[config.mk]
export PLATFORM = sky130hd
export DESIGN_NAME = hsync_fsm_flat
export DESIGN_NICKNAME = d
export VERILOG_FILES = /design/src/rtl/hsync_fsm_pkg.sv /design/src/rtl/hsync_fsm_if.sv /design/src/rtl/hsync_fsm_pixel_col_counter.sv /design/src/rtl/hsync_fsm.sv /design/src/flat_wrapper.sv
export SDC_FILE = /design/constraint.sdc
export NUM_CORES = 1
export LEC_CHECK = 0
export BUFFER_PORTS_ARGS = -buffer_cell sky130_fd_sc_hd__clkbuf_2
export CAP_MARGIN = 5
export CORE_MARGIN = 10
export CORE_UTILIZATION = 40
export DETAILED_ROUTE_END_ITERATION = 10
export HOLD_SLACK_MARGIN = 0.08
export SYNTH_ARGS = -nofsm -noshare
export SYNTH_HDL_FRONTEND = slang
export SYNTH_SLANG_ARGS = --single-unit
export TNS_END_PERCENT = 50
[constraint.sdc]
create_clock -name clk -period 1.35 [get_ports clk]
set_input_delay 0.135 -clock clk [delete_from_list [all_inputs] [get_ports clk]]
set_output_delay 0.135 -clock clk [all_outputs]
set_load 0.1 [all_outputs]
[src/rtl/hsync_fsm_pkg.sv]
// hsync_fsm_pkg: line phase lengths, pixel divider and state encodings shared with the upstream counter
package hsync_fsm_pkg;
  typedef enum logic [1:0] {ST_B = 2'd0, ST_C = 2'd1, ST_D = 2'd2, ST_E = 2'd3} hstate_t;
  localparam int T_B = 384;
  localparam int T_C = 192;
  localparam int T_D = 2560;
  localparam int T_E = 64;
  localparam int T_A = T_B + T_C + T_D + T_E;
  localparam int PIX_DIV = 4;
  localparam int COL_W = 10;
endpackage

[src/rtl/hsync_fsm_if.sv]
// hsync_fsm_if: counter-boundary inputs and horizontal timing outputs of the hsync FSM
interface hsync_fsm_if #(parameter int COL_W = 10);
  logic flagR, enable_state, hsync, hdisp, line_end;
  logic [COL_W-1:0] col;
  modport master(output flagR, enable_state, input hsync, hdisp, col, line_end);
  modport slave(input flagR, enable_state, output hsync, hdisp, col, line_end);
endinterface

[src/rtl/hsync_fsm_pixel_col_counter.sv]
// pixel_col_counter: divides qualified display cycles into pixel columns, saturating at the last column
module pixel_col_counter #(
  parameter int PIX_DIV = 4,
  parameter int COL_W = 10,
  parameter int COL_MAX = 639
) (
  input  logic             clk,
  input  logic             reset,
  input  logic             clear,
  input  logic             enable,
  input  logic             qualify,
  output logic [COL_W-1:0] col
);
  localparam int PW = PIX_DIV > 1 ? $clog2(PIX_DIV) : 1;
  logic [PW-1:0] pdiv;
  logic          last;
  assign last = pdiv == PW'(PIX_DIV - 1);
  always_ff @(posedge clk or negedge reset)
    if (!reset) begin
      pdiv <= '0;
      col <= '0;
    end else if (clear || !enable) begin
      pdiv <= '0;
      col <= '0;
    end else if (qualify) begin
      pdiv <= last ? '0 : pdiv + 1'b1;
      if (last && col != COL_W'(COL_MAX)) col <= col + 1'b1;
    end
endmodule

[src/rtl/hsync_fsm.sv]
// hsync_fsm: Moore B/C/D/E horizontal timing FSM stepped by qualified counter boundaries
module hsync_fsm
  import hsync_fsm_pkg::*;
#(
  parameter int T_D = hsync_fsm_pkg::T_D,
  parameter int PIX_DIV = hsync_fsm_pkg::PIX_DIV,
  parameter int COL_W = hsync_fsm_pkg::COL_W
) (
  input logic        clk,
  input logic        reset,
  hsync_fsm_if.slave bus
);
  hstate_t state, nxt;
  logic    adv;
  assign adv = bus.flagR && bus.enable_state;
  // B->C->D->E->B is a plain 2-bit increment, so every encoding has a defined successor
  always_comb nxt = adv ? hstate_t'(state + 2'd1) : state;
  always_ff @(posedge clk or negedge reset)
    if (!reset) begin
      state <= ST_B;
      bus.hsync <= 1'b0;
      bus.hdisp <= 1'b0;
      bus.line_end <= 1'b0;
    end else begin
      state <= nxt;
      bus.hsync <= nxt != ST_B;
      bus.hdisp <= nxt == ST_D;
      bus.line_end <= adv && state == ST_E;
    end
  pixel_col_counter #(.PIX_DIV(PIX_DIV), .COL_W(COL_W), .COL_MAX(T_D / PIX_DIV - 1)) u_col (
    .clk    (clk),
    .reset  (reset),
    .clear  (adv),
    .enable (state == ST_D),
    .qualify(bus.flagR),
    .col    (bus.col)
  );
endmodule

[src/flat_wrapper.sv]
// flat-port wrapper written by rule: the top's interface ports become plain ports
module hsync_fsm_flat import hsync_fsm_pkg::*;
#(
  parameter int T_D = hsync_fsm_pkg::T_D,
  parameter int PIX_DIV = hsync_fsm_pkg::PIX_DIV,
  parameter int COL_W = hsync_fsm_pkg::COL_W
)
  (clk, reset, bus_flagR, bus_enable_state, bus_hsync, bus_hdisp, bus_col, bus_line_end);
  hsync_fsm_if #(.COL_W(COL_W)) bus_i ();
  input logic clk;
  input logic reset;
  input wire logic [$bits(bus_i.flagR)-1:0] bus_flagR;
  input wire logic [$bits(bus_i.enable_state)-1:0] bus_enable_state;
  output wire logic [$bits(bus_i.hsync)-1:0] bus_hsync;
  output wire logic [$bits(bus_i.hdisp)-1:0] bus_hdisp;
  output wire logic [$bits(bus_i.col)-1:0] bus_col;
  output wire logic [$bits(bus_i.line_end)-1:0] bus_line_end;
  assign bus_i.flagR = bus_flagR;
  assign bus_i.enable_state = bus_enable_state;
  assign bus_hsync = bus_i.hsync;
  assign bus_hdisp = bus_i.hdisp;
  assign bus_col = bus_i.col;
  assign bus_line_end = bus_i.line_end;
  hsync_fsm #(.T_D(T_D), .PIX_DIV(PIX_DIV), .COL_W(COL_W)) u_core (.clk(clk), .reset(reset), .bus(bus_i));
endmodule
==> results of run 1 <==
[cell usage after synthesis, types with 2 or more instances]
| cell | instances |
|---|---|
| and4_1 | 2 |
| xnor2_1 | 5 |
| a211oi_1 | 3 |
| buf_2 | 2 |
| a41o_1 | 2 |
| nand4_1 | 2 |
| nand3_1 | 5 |
| ha_1 | 4 |
| mux2i_1 | 3 |
| nor2_1 | 11 |
| nand2_1 | 5 |
| and3_1 | 3 |
| a31oi_1 | 4 |
| and2_1 | 2 |
| dfrtp_1 | 17 |
[sequential cells by signal (all words and copies together) (netlist names)]
| signal | cells |
|---|---|
| u_core.bus.line_end | 1 |
| u_core.u_col.pdiv | 2 |
| u_core.u_col.col | 10 |
| u_core.state | 2 |
| u_core.bus.hdisp | 1 |
| u_core.bus.hsync | 1 |
[cell families (layout without fill, tap and decap cells)]
| logic type | Yosys count | in the layout | synth area share [%] |
|---|---|---|---|
| and+or+nand+nor | 33 | 33 | 19.9 |
| AOI/OAI and AO/OA | 15 | 15 | 15.0 |
| DFF | 17 | 17 | 47.6 |
| adders and majority gates | 4 | 4 | 5.59 |
| muxes | 3 | 3 | 3.36 |
| xor gates and xnor gates | 6 | 6 | 5.87 |
| buffers and inverters | 4 | 42 | 2.80 |
[area by class of cell]
class,instances,area share (%)
clock buffers,4,1.86
inverters,1,0.265
multi-input cells,61,37.2
flip-flops and latches,17,32.4
well taps,28,2.48
repair buffers,37,25.8
[final timing paths]
| path | from | endpoint | slack, ns | depth (start not counted) |
|---|---|---|---|---|
| min reg2reg | u_core.u_col.pdiv[1] | u_core.u_col.pdiv[1] | 0.55 | 2 |
| max reg2reg | u_core.u_col.col[9] | u_core.u_col.col[4] | -0.08 | 6 |
| min in group asynchronous | reset | u_core.u_col.col[5] | 0.30 | 2 |
| max | u_core.u_col.col[9] | u_core.u_col.col[4] | -0.08 | 6 |
| min | bus_enable_state | u_core.bus.hsync | 0.11 | 2 |
| max in group asynchronous | reset | u_core.u_col.col[7] | 0.71 | 2 |
[metal layers]
metal | track usage, % | wire (um) | part of all wire, %
met1 | 12.3 | 938 | 41
met2 | 20.0 | 1150 | 50
met3 | 2.98 | 93 | 4.1
met4 | 8.21 | 100 | 4.4
met5 | 0 | 0 | 0
[worst register-to-register path: stages (launching register included)]
cell and delay (ns):
dfrtp_4 0.49, nor3b_4 0.16, buf_12 0.13, buf_4 0.13
a211oi_4 0.22, xnor2_1 0.14, nor2_1 0.05
[power by group]
| part | internal, W | leakage [nW] | switching, W |
|---|---|---|---|
| combinational | 0.000154 | 0.366 | 0.000405 |
| sequential | 0.000575 | 0.209 | 0.0000371 |
| clock | 0.000115 | 0.0150 | 0.000166 |
[metrics by stage]
stage          total power, W  worst slack, ns  setup TNS [ns]  cell area, sq um
2_1_floorplan         0.00103           -0.219           -1.24               977
3_3_place_gp          0.00117          -0.0759          -0.167              1320
3_5_place_dp          0.00118           -0.146          -0.545              1320
4_1_cts               0.00147          -0.0977          -0.422              1380
5_1_grt               0.00154           -0.140          -0.860              1420
6_report              0.00145          -0.0805          -0.319              1420
[layout by cell type (no fill, tap or decap), types with 2 or more instances in the layout]
cell type and n:
a31oi_1 4, a41o_1 2, and3_4 2, and4_1 2
buf_12 8, buf_4 22, clkbuf_2 6, clkbuf_4 3
dfrtp_1 7, dfrtp_2 2, dfrtp_4 8, ha_1 2
mux2i_1 3, nand2_1 4, nand3_1 3, nand4_1 2
nor2_1 11, xnor2_1 5
[repair_timing]
item	in CTS	in global routing
resized for setup	4	3
hold endpoints to repair	17	0
pin swaps	6	7
endpoints found under the setup margin	8	10
hold buffers	1	0
buffers inserted	1	1
==> impl_metrics.csv, run 1 <==
group,metric,value,unit
status,status,"complete, but fails checks",
status,violations,"negative setup slack",
layout,final_cells,148,
clock_tree,clk_pin_slew,0.10,ns
synth,synth_cells,82,
critical_path,cp_max_fo,5,
clock_tree,cts_buffer_depth,2,
critical_path,worstPathRequired,1.54,ns
layout,fill_cells,182,
drt,routed_wl,2280,um
job,max-cap-violations,0,
placement,place_inst,141,
drt,avgViaCountPerCell,5.33,
critical_path,crit_buf_inv,2,
power,ir_drop,0.954,mV
global_routing,grt_pass1_vias,842,
drt,ant_nets,0,
die,start_util,41.2,%
drt,dr.pass1.iters,4,
timing,fmax,0.699,GHz
synth,synth_fp_nets,90,
drt,first_iter_violations,21,
critical_path,crit_family,"flip-flops",
layout,antenna_cells,0,
clock_tree,cts_sinks,17,
global_routing,grt_usage,11.7,%
placement,routabilityCongestion,0.758,
synth,syn_avg_cell_area,10.9,sq um
synth,yosysUniqueCellTypes,27,
global_routing,grt_max_degree,18,
clock_tree,root_buffer,"clkbuf_4",
clock_tree,htree_levels,1,
timing,setup_viol,5,
layout,area_growth,58.2,%
clock_tree,cts_buffers,3,
layout,fin_nets,129,
synth,synth_edf_count,0,
drt,drc,0,
die,io_pins,17,
synth,yosys_warnings,0,
timing,fin_skew,0.00437,ns
timing,whs,0.110,ns
min_path,hp-class,"in2reg",
timing,period_minus_slack,1.43,ns
drt,vias,789,
placement,dp_hpwl,1780,um
die,row_count,17,
critical_path,endpoint_kind,"flop",
synth,ys_seq_area_share,47.6,%
global_routing,antenna_found_initial,0,
synth,synth-seq-cells,17,
die,die_y,67.3,um
synth,synthArstFlopShare,100,%
die,die_area,0.00453,sq mm
timing,worst_slack,-0.0805,ns
layout,multi_input_area,527,sq um
power,p_per_area,1030,mW/mm^2
synth,synth_area,895,sq um
drt,wl_per_cell,15.4,um
timing,fin_crit_sh,106,%
global_routing,grt_pass1_wl,4010,um
synth,synth-main-ff-cell,"dfrtp_1",
layout,fin_util,65.2,%
clock_tree,cts_tree,"done",
critical_path,cp_data_arrival_time,1.62,ns
timing,relSlewSlack,63.9,%
timing,worst_pin_slew,0.544,ns
critical_path,worst_path_max_delay_cell,"dfrtp_4",
timing,finalHoldViolCount,0,
critical_path,slowest_delay,0.49,ns
synth,yosysTopAreaCellShare,47.6,%
die,die_w,67.3,um
layout,drive_gt1_share,53.3,%
die,core-area,0.00217,sq mm
timing,rsz0062_at_grt,"yes",
synth,yosysTopAreaCell,"dfrtp_1",
critical_path,crit_chain,"nor3b_4 > buf_12 > buf_4 > a211oi_4 > xnor2_1 > nor2_1",
placement,port_buffers,16,
timing,slew_viol_final,0,
clock_tree,clk-insertion-delay-late,0.30,ns
global_routing,grt-ovfl-total,0,
critical_path,start_kind,"flop",
layout,final-seq-area,458,sq um
synth,synthTopCellsByArea,"dfrtp_1, ha_1, xnor2_1",
critical_path,worstSetupPathType,"reg2reg",
power,p_leak,0.590,nW
Note: power is estimated with default switching activity, not from simulation.
==> run 2, diff against run 1 <==
--- a/config.mk
+++ b/config.mk
@@ -9,6 +9,7 @@
 export CAP_MARGIN = 5
 export CORE_MARGIN = 10
 export CORE_UTILIZATION = 40
+export CTS_BUF_LIST = sky130_fd_sc_hd__clkbuf_16
 export DETAILED_ROUTE_END_ITERATION = 10
 export HOLD_SLACK_MARGIN = 0.08
 export SYNTH_ARGS = -nofsm -noshare
==> run 2 against run 1 <==
  * The flow still finishes with violations (negative setup slack)
  * Via count rose by 1.9%
  * Setup slack improved by 0.013 ns
  * Final cell count grew 1.4%
  * Critical endpoint unchanged
  * Largest cell class unchanged
==> impl_metrics.csv, run 2 (synthesis gave the netlist of run 1 again) <==
group,metric,value,unit
layout,mostFrequentLayoutCell,"buf_4",
placement,dp_hpwl,1780,um
die,row_count,17,
timing,worst_slack,-0.0671,ns
die,core-area,0.00217,sq mm
global_routing,grt_pass1_vias,847,
power,swShare,36.1,%
clock_tree,cts_buffers,3,
global_routing,grt_pass1_wl,4040,um
layout,fin_nets,131,
power,p_leak,0.625,nW
clock_tree,cts_tree,"done",
clock_tree,clk-insertion-delay-late,0.25,ns
power,p_int,0.00112,W
layout,largest_reg_flops,10,
global_routing,antenna_found_initial,0,
layout,area_growth,63.4,%
power,power_frac_seq,34.9,%
timing,fin_skew,0.00128,ns
die,start_util,41.2,%
critical_path,worstSetupPathType,"reg2reg",
layout,layout_common_cells,"buf_4, nor2_1, dfrtp_4, buf_12, dfrtp_1",
clock_tree,clk_pin_slew,0.05,ns
status,violations,"negative setup slack",
layout,fin_util,67.4,%
clock_tree,cts_sinks,17,
layout,antenna_cells,0,
power,clkPwrFrac,33.4,%
clock_tree,htree_levels,1,
drt,vias,804,
drt,routed_wl,2310,um
power,p_sw,0.000636,W
drt,first_iter_violations,27,
job,max-cap-violations,0,
drt,wl_per_cell,15.4,um
timing,fin_crit_sh,105,%
clock_tree,root_buffer,"clkbuf_16",
drt,ant_nets,0,
critical_path,start_kind,"flop",
timing,relSlewSlack,63.9,%
layout,largest-register,"u_core.u_col.col",
layout,drive_gt1_share,52.5,%
status,status,"complete, but fails checks",
global_routing,grt-ovfl-total,0,
layout,reg_top3,"u_core.u_col.col (10), u_core.state (2), u_core.u_col.pdiv (2)",
critical_path,worstPathRequired,1.49,ns
power,p_per_area,1200,mW/mm^2
min_path,hp-class,"in2reg",
power,ir_drop,1.09,mV
critical_path,cp_data_arrival_time,1.56,ns
clock_tree,cts_buffer_depth,2,
timing,worst_pin_slew,0.544,ns
drt,dr.pass1.iters,4,
layout,fill_cells,169,
timing,finalHoldViolCount,0,
critical_path,cp_max_fo,2,
die,die_w,67.3,um
placement,port_buffers,16,
die,die_y,67.3,um
timing,fmax,0.706,GHz
global_routing,grt_max_degree,18,
placement,routabilityCongestion,0.758,
placement,dp_slack,-0.146,ns
drt,avgViaCountPerCell,5.36,
die,io_pins,17,
drt,drc,0,
global_routing,grt_usage,11.6,%
critical_path,endpoint_kind,"flop",
timing,slew_viol_final,0,
timing,setup_viol,6,
timing,period_minus_slack,1.42,ns
timing,rsz0062_at_grt,"yes",
power,p_comb_share,31.7,%
die,die_area,0.00453,sq mm
-- run 2: cell types whose count changed in the layout (fill, tap and decap cells not counted), sizes merged --
cell,change
buf,+2
clkbuf,-1
inv,+1
-- run 2: path summary, 6_finish.rpt --
kind | startpoint | endpoint | slack (ns) | cells after the start
max in group asynchronous | reset | u_core.u_col.col[0] | 0.64 | 2
hold / removal | bus_enable_state | u_core.bus.hsync | 0.17 | 2
setup / recovery | u_core.u_col.col[9] | u_core.u_col.col[4] | -0.07 | 6
min in group asynchronous | reset | u_core.u_col.col[6] | 0.36 | 2
hold reg to reg | u_core.u_col.pdiv[1] | u_core.u_col.pdiv[1] | 0.54 | 2
setup reg to reg | u_core.u_col.col[9] | u_core.u_col.col[4] | -0.07 | 6
-- run 2: power by group through the flow --
stage	Clock, W	Sequential [W]	Combinational, W
floorplan	0	0.000856	0.000171
detailed placement	0	0.000623	0.000557
CTS	0.000596	0.000614	0.000561
finish	0.000587	0.000614	0.000558
global route	0.000617	0.000621	0.000607
global placement	0	0.000622	0.000546
-- run 2: worst max-delay path, cell delays in order, from the launching register on --
cell,delay (ns)
dfrtp_4,0.47
nor3b_4,0.16
buf_4,0.14
buf_4,0.13
a211oi_4,0.22
xnor2_1,0.14
nor2_1,0.05
-- run 2: per-stage QoR --
stage / setup TNS, ns / area, sq um / total power [W] / hold WS, ns / instances
floorplan: -1.24 / 977 / 0.00103 / -0.161 / 82
global placement: -0.167 / 1320 / 0.00117 / 0.0976 / 141
detailed placement: -0.545 / 1320 / 0.00118 / 0.102 / 141
CTS: -0.359 / 1430 / 0.00177 / 0.162 / 147
global route: -0.830 / 1460 / 0.00184 / 0.191 / 150
finish: -0.291 / 1460 / 0.00176 / 0.165 / 150
-- run 2: timing repair --
action,4_1_cts,5_1_grt
setup endpoints to repair,8,10
gates resized for setup,4,1
hold buffers,1,0
pin swaps,6,5
buffers inserted,1,4
hold endpoints to repair,17,0
-- run 2: area by class of cell --
cell class	count	area, sq um	area share, %
inverters	1	3.75	0.257
clock inverters	1	3.75	0.257
well taps	28	35.0	2.40
multi-input cells	61	518	35.4
repair buffers	39	368	25.2
clock buffers	3	75.1	5.14
flip-flops and latches	17	458	31.3
-- run 2: routing by layer --
layer	GRT usage (%)	up-vias	wire [um]
met4	7.95	0	95
li1	-	388	-
met1	12.3	389	944
met3	2.48	9	86
met2	20.3	18	1180
met5	0	-	0
